`src/rtl/tog_event_pkg.sv`:
```
// Shared types and helpers for the toggle-event decoder.
package tog_event_pkg;

  typedef enum logic {
    STABLE  = 1'b0,
    QUALIFY = 1'b1
  } filt_state_e;

  localparam int FILT_CNT_W = 4;

  function automatic int unsigned sat_val(input int unsigned w);
    return (32'd1 << w) - 32'd1;
  endfunction

endpackage

```
`src/rtl/tog_filter.sv`:
```
// Glitch filter that turns each qualified level change of tog_in into one accept pulse.
// Optional input synchronizer selected by TOG_EVENT_DECODER_SYNC_EN.
//
// state   | meaning
// STABLE  | input matches ref_lvl, waiting for a change
// QUALIFY | input differs, counting consecutive differing samples
module tog_filter
  import tog_event_pkg::*;
#(
  parameter int FILT_LEN = 2
) (
  input  logic clk,
  input  logic rst,
  input  logic tog_in,
  output logic accept,
  output logic glitch_det
);

  localparam logic [FILT_CNT_W-1:0] LEN_C = FILT_CNT_W'(FILT_LEN);

  logic samp;

`ifdef TOG_EVENT_DECODER_SYNC_EN
  logic [1:0] sync_q;

  always_ff @(posedge clk) begin
    if (rst) sync_q <= '0;
    else     sync_q <= {sync_q[0], tog_in};
  end

  assign samp = sync_q[1];
`else
  assign samp = tog_in;
`endif

  filt_state_e           state_q, state_d;
  logic                  ref_q, ref_d;
  logic [FILT_CNT_W-1:0] cnt_q, cnt_d;

  always_ff @(posedge clk) begin
    if (rst) begin
      state_q <= STABLE;
      ref_q   <= 1'b0;
      cnt_q   <= '0;
    end else begin
      state_q <= state_d;
      ref_q   <= ref_d;
      cnt_q   <= cnt_d;
    end
  end

  always_comb begin
    state_d    = state_q;
    ref_d      = ref_q;
    cnt_d      = cnt_q;
    accept     = 1'b0;
    glitch_det = 1'b0;
    case (state_q)
      STABLE: begin
        if (samp != ref_q) begin
          if (FILT_LEN == 1) begin
            accept = 1'b1;
            ref_d  = ~ref_q;
          end else begin
            state_d = QUALIFY;
            cnt_d   = FILT_CNT_W'(1);
          end
        end
      end
      QUALIFY: begin
        if (samp == ref_q) begin
          state_d    = STABLE;
          cnt_d      = '0;
          glitch_det = 1'b1;
        end else if (cnt_q + FILT_CNT_W'(1) == LEN_C) begin
          accept  = 1'b1;
          ref_d   = ~ref_q;
          state_d = STABLE;
          cnt_d   = '0;
        end else begin
          cnt_d = cnt_q + FILT_CNT_W'(1);
        end
      end
      default: state_d = STABLE;
    endcase
  end

endmodule

```
`src/rtl/tog_event_decoder.sv`:
```
// Toggle-line event decoder: filter, saturating pending counter, sticky flags, valid/ready.
// Define TOG_EVENT_DECODER_SYNC_EN to add a 2-flop input synchronizer in front of the filter.
module tog_event_decoder
  import tog_event_pkg::*;
#(
  parameter int FILT_LEN = 2,
  parameter int CNT_W    = 4
) (
  input  logic             clk,
  input  logic             rst,
  input  logic             tog_in,
  output logic             ev_valid,
  input  logic             ev_ready,
  output logic [CNT_W-1:0] pending,
  output logic             ovf,
  output logic             glitch,
  input  logic             flag_clr
);

  localparam logic [CNT_W-1:0] PEND_MAX = CNT_W'(sat_val(CNT_W));

  logic             accept, glitch_det, take;
  logic [CNT_W-1:0] pending_q, pending_d;
  logic             ovf_q, ovf_d;
  logic             glitch_q, glitch_d;

  tog_filter #(
    .FILT_LEN (FILT_LEN)
  ) u_filter (
    .clk        (clk),
    .rst        (rst),
    .tog_in     (tog_in),
    .accept     (accept),
    .glitch_det (glitch_det)
  );

  assign take = (pending_q != '0) && ev_ready;

  always_comb begin
    pending_d = pending_q;
    ovf_d     = ovf_q & ~flag_clr;
    glitch_d  = (glitch_q & ~flag_clr) | glitch_det;
    if (accept && !take) begin
      // At saturation the event is dropped; the filter has already realigned ref_lvl.
      if (pending_q == PEND_MAX) ovf_d = 1'b1;
      else                       pending_d = pending_q + 1'b1;
    end else if (take && !accept) begin
      pending_d = pending_q - 1'b1;
    end
  end

  always_ff @(posedge clk) begin
    if (rst) begin
      pending_q <= '0;
      ovf_q     <= 1'b0;
      glitch_q  <= 1'b0;
    end else begin
      pending_q <= pending_d;
      ovf_q     <= ovf_d;
      glitch_q  <= glitch_d;
    end
  end

  assign ev_valid = (pending_q != '0);
  assign pending  = pending_q;
  assign ovf      = ovf_q;
  assign glitch   = glitch_q;

endmodule

```
`config.mk`:
```
export PLATFORM = sky130hd
export DESIGN_NAME = tog_event_decoder
export DESIGN_NICKNAME = d
export VERILOG_FILES = /design/src/rtl/tog_event_pkg.sv /design/src/rtl/tog_filter.sv /design/src/rtl/tog_event_decoder.sv
export SDC_FILE = /design/constraint.sdc
export NUM_CORES = 1
export LEC_CHECK = 0
export BUFFER_PORTS_ARGS = -buffer_cell sky130_fd_sc_hd__buf_4
export CORE_AREA = 10 10 47 49
export CTS_BUF_LIST = sky130_fd_sc_hd__clkbuf_4 sky130_fd_sc_hd__clkbuf_8
export CTS_CLUSTER_SIZE = 24
export DETAILED_ROUTE_END_ITERATION = 6
export DIE_AREA = 0 0 57 59
export PLACE_DENSITY = 0.78
export SLEW_MARGIN = 25
export SYNTH_ARGS = -nofsm -noshare
export SYNTH_HDL_FRONTEND = slang
export SYNTH_SLANG_ARGS = --single-unit
```
`constraint.sdc`:
```
create_clock -name clk -period 4 [get_ports clk]
set_input_delay 0.6 -clock clk [delete_from_list [all_inputs] [get_ports clk]]
set_output_delay 0.6 -clock clk [all_outputs]
set_load 0.1 [all_outputs]
```
* After elaboration in Yosys (flattened, before gate mapping) *
Cells that the tools add are included.
Widths: inputs -> output; s select.

operators by class
  add/subtract/negate cells = 3
  bitwise logic cells = 7
  muxes and demuxes = 18
  reduce and logical (&&, ||, !) cells = 9
  equal/unequal tests = 6

operators with widths
  operator             number
  $mux 4               6
  $mux 1               10
  $add 4x1->4 const B  2
  $pmux 4 s2           1
  $eq 4x2->1 const B   1
  $eq 4x4->1 const B   1
  $not 1->1            4
  $reduce_bool 4->1    1
  $sub 4x1->4 const B  1
  $logic_and 1x1->1    3
  $reduce_and 3->1     1
  $and 1x1->1          2
  $logic_not 1->1      2
  $ne 2x1->1 const B   1
  $ne 2x2->1 const B   1
  $pmux 1 s2           1
  $reduce_and 2->1     1
  $reduce_bool 2->1    1
  $eq 1x1->1           1
  $ne 1x1->1           1
  $or 1x1->1           1

storage, ports and cells
  input port bits = 5
  register bits after elaboration = 12
  word-level logic and storage cells = 49

* Depth between registers and ports, before layout *
  depth after elaboration = 9
  mapped depth = 9
  gate-level depth less buffers = 9

* Cells and area by module *
From an unflattened synthesis, not the netlist that was laid out.

second synthesis, totals
  cells, all modules = 86
  area total of the unflattened synthesis = 755.7 um2

modules (own cells, without submodules)
  module             cells an instance  area an instance (um2)  seq. area each (um2)  times used
  tog_event_decoder  48                 415.4                   120.1                 1
  tog_filter         38                 340.3                   120.1                 1

* Worst setup path before layout *
No wires, ideal clock.

  path type = register -> register
  from = register pending_q[0] (netlist: pending[0])
  to = register pending_q[3] (netlist: pending[3])
  path slack = 0.711 ns
  stages on the path, launching flop included = 9
  buffers on the path = 0
  period minus slack after synthesis = 3.289 ns
  required time = 3.879 ns
  library setup time = 0.121 ns
  arrival = 3.168 ns
  cells stage by stage = dfxtp_1 > or4_4 > nand2_2 > nand3_1 > ha_1 > a21o_2 > a21oi_1 > mux2i_4 > mux2_4

on the way
  word-level cells in the longest chain between the ends = 6
  elaborated cells on any way between the ends = 14
  those cells by class = 2 x add/sub; 2 x eq/ne; 3 x mux; 7 x reduce/logical

RTL lines
  item                                                              line                     text
  start, declared                                                   tog_event_decoder.sv:23  logic [CNT_W-1:0] pending_q, pending_d;
  start signal, assigned                                            tog_event_decoder.sv:58  pending_q <= pending_d;
  $reduce_bool 4->1 (*)                                             n/a
  named net ev_valid                                                tog_event_decoder.sv:12  output logic ev_valid,
  $logic_and 1x1->1 (*)                                             tog_event_decoder.sv:37  assign take = (pending_q != '0) && ev_ready;
  $logic_not 1->1                                                   tog_event_decoder.sv:43  if (accept && !take) begin
  $logic_and 1x1->1                                                 tog_event_decoder.sv:43
  $ne 2x2->1 (no line) / $reduce_bool 2->1 (equally long branches)  n/a
  $reduce_and 2->1 (no line)                                        n/a

The timed path passes the listed nets; every way through them passes the cells marked *. The select of a mux whose other input is x is not followed.
A chain may end at the register's enable or synchronous reset.

* Final worst setup path *
  from = register pending_q[0] (netlist: pending[0])
  to = register pending_q[3] (netlist: pending[3])

on the way
  word-level cells in the longest chain between the ends = 6
  elaborated cells on any way between the ends = 14
  those cells by class = 2 x add/sub; 2 x eq/ne; 3 x mux; 7 x reduce/logical

RTL lines
  item
  branches (longest 6 deep; another with $sub 4x1->4)

Parallel ways; which one is timed is not known. The select of a mux whose other input is x is not followed.

==> metrics.txt <==
Crit path required time around 4200 ps; dpl ws between 1000 and 1500 ps; total gr overflow 0; diode count 0; initial antenna violation count 0; Max Transition Viols Final 0; Initial Utilization a little over half; gpl congestion approximately 0.73; Clock Power Share about an eighth; gr usage total 8.38%; worst reg-to-reg path cell count 8; Final Hold Viols 0; Multi-input gate area between 400 and 500 sq um; Syn Area/Cell 9.37 sq um; simple-gate share of the synthesized area between 20% and 30%; asr flop ratio synth 0%; setup_tns 0 ps; Fillers about 130; CP arrival 2870 ps; Seq pwr share 24.3%; Placed Instances 103; status finished clean; Final Util approximately 61%; H-tree levels 1; DRC viols 0; Synth top area share between 30% and 40%; Synth Area in Compound Gates between 10% and 20%; XOR/XNOR Fraction of Synth Area under 10%; most frequent cells after synthesis 12 x dfxtp_1, 10 x nor2_1, 5 x a21oi_1; Yosys cell types 35; final net count approximately 100; largest family of logic cells by synthesized area simple AND/OR/NAND/NOR gates; worst-margin pin slew about 550 ps; Detail Route Antenna Nets 0; first-pass GRT wire length roughly 2400 microns; synthesized area roughly 730 sq um; via count of the routed design around 600; Ys Warns 0; fin area about 850 sq um; total routed wirelength ~1400 microns; Reg-to-Reg End pending[3]; slew margin rel. between 60% and 70%; Seq cells post-synth 12; worst r2r src pending[0]; routed vias/inst 5.57; Peak VDD IR between 0.0008 and 0.0009 V; clock sink total 12; Setup Skew 2.53 ps; FF+latch area about 240 sq um; Synth-to-Final Area Change 17.0%; sequential share of the synthesized area 32.9%; Num CTS Buffers 3; Fmax achieved about 370 MHz; worst setup margin between 1000 and 1500 ps; top-count cell post-synth dfxtp_1; max_cap viols 0; startpoint types register; Die Span Y ~59 microns; die area approximately 3400 sq um; area leader, netlist dfxtp_1; Sw Share between 50% and 60%; Rows 14; Main synth FF type dfxtp_1; Psw just under 0.4 mW; RSZ-0062 raised after global routing false; Crit Path Max Fanout 7; period utilization between 60% and 70%; power per cell area between 800 and 900 nW/um^2; Root Buffer clkbuf_4; TritonRoute pass-1 iters 4; cell count after synthesis 78; post-CTS sizing 0; routed length per instance around 13 microns; final std cells w/o fill around 110; placed cell areas roughly 800 sq um; detailed router's first-iteration violation count 12; Hold Path Sink ovf; HPWL after DPL around 1100 microns; CTS tree built; number of enable flip-flop cells after synthesis 0; HP Class register to register; Worst Hold Depth 2; layout cells sized above 1 approximately 24%; fraction of synthesized area in multiplexers under 10%; crit end category register; Core Area 1400 sq um; number of global-route vias before repair 574; # hold bufs at CTS 0; CTS clk-pin slew, worst paths approximately 80 ps; R2R setup slack around 1300 ps; Post-CTS Setup Bufs 0; IO buf count 11; final period demand of the worst path 2710 ps; Synth area leaders dfxtp_1 33%, ha_1 6.8%, nor2_1 5.1%; hold path start ovf; Leak approximately 0.36 nW; Final setup viols 0; clk buf depth 2; Crit Path Category register to register; chip width about 57 microns; syn_nets 88; combinational share of power between 60 and 70%; Clock Latency Late Sink 260 ps; largest net degree at the start of global routing 15; Pint 0.339 mW; adder and majority gate portion of the synthesized area about a tenth; io pins 12
power groups by stage:
stage               clock network [mW]  registers (mW)  logic [mW]
detailed placement                   0           0.180       0.464
finish                          0.0943           0.178       0.462
global route                     0.103           0.183       0.485
global placement                     0           0.180       0.457
CTS                             0.0978           0.178       0.465
floorplan                            0           0.316       0.247
cells in the final DEF, fill, tap and decap left out, types with 3 or more instances in the layout:
master    synthesis  layout
o21ai_0           4       4
nor3b_1           3       3
nand2b_1          3       3
a21oi_1           5       5
ha_1              4       4
buf_4             0      11
nand3_1           3       3
clkbuf_4          0       3
nor3_1            3       3
nor2_1           10      10
dfxtp_1          12      12
kinds of logic (layout without fill, tap and decap cells):
logic type | count (synthesis) | in the layout
DFF | 12 | 12
and+or+nand+nor | 35 | 35
muxes | 4 | 4
AOI/OAI and AO/OA | 15 | 15
adders and majority gates | 5 | 5
buffers and inverters | 4 | 17
xor gates and xnor gates | 3 | 3
critical path, cell delays in order, from the launching register on:
cell and delay, ps:
dfxtp_1 380, or4_4 560, nand2_2 110, nand3_1 180
ha_1 320, a21o_2 200, a21oi_1 260, mux2i_4 280
mux2_4 310
worst max path at each step:
stage | from | endpoint | slack [ps] | cells past startpoint
floorplan | pending[0] | pending[3] | 710 | 8
global placement | tog_in | pending[3] | 1170 | 9
detailed placement | tog_in | pending[3] | 1130 | 9
CTS | pending[0] | pending[3] | 1280 | 8
global route | u_filter.cnt_q[0] | pending[3] | 1210 | 9
finish | pending[0] | pending[3] | 1290 | 8
metal layers:
metal | GRT usage, % | part of all wire (%) | up-vias
li1 | - | - | 307
met1 | 9.38 | 48 | 282
met2 | 14.4 | 49 | 7
met3 | 3.43 | 3.1 | 0
met4 | 2.01 | 0 | 0
met5 | 0 | 0 | -
flip-flops by register name, indices dropped and copies added (netlist names):
name	cells
ovf	1
u_filter.state_q	1
glitch	1
u_filter.cnt_q	4
pending	4
u_filter.ref_q	1
final cells by class:
cell class              count  area share [%]
repair buffers             11            9.66
inverters                   2           0.878
multi-input cells          62            54.8
well taps                  16            2.34
clock buffers               4            4.25
flip-flops and latches     12            28.1
per-stage QoR:
stage / power, mW / hold slack, ps
5_1_grt: 0.770 / 558
2_1_floorplan: 0.564 / 476
4_1_cts: 0.741 / 526
3_3_place_gp: 0.637 / 479
3_5_place_dp: 0.644 / 496
6_report: 0.734 / 518
No activity file was read; power rests on OpenSTA's default activity.
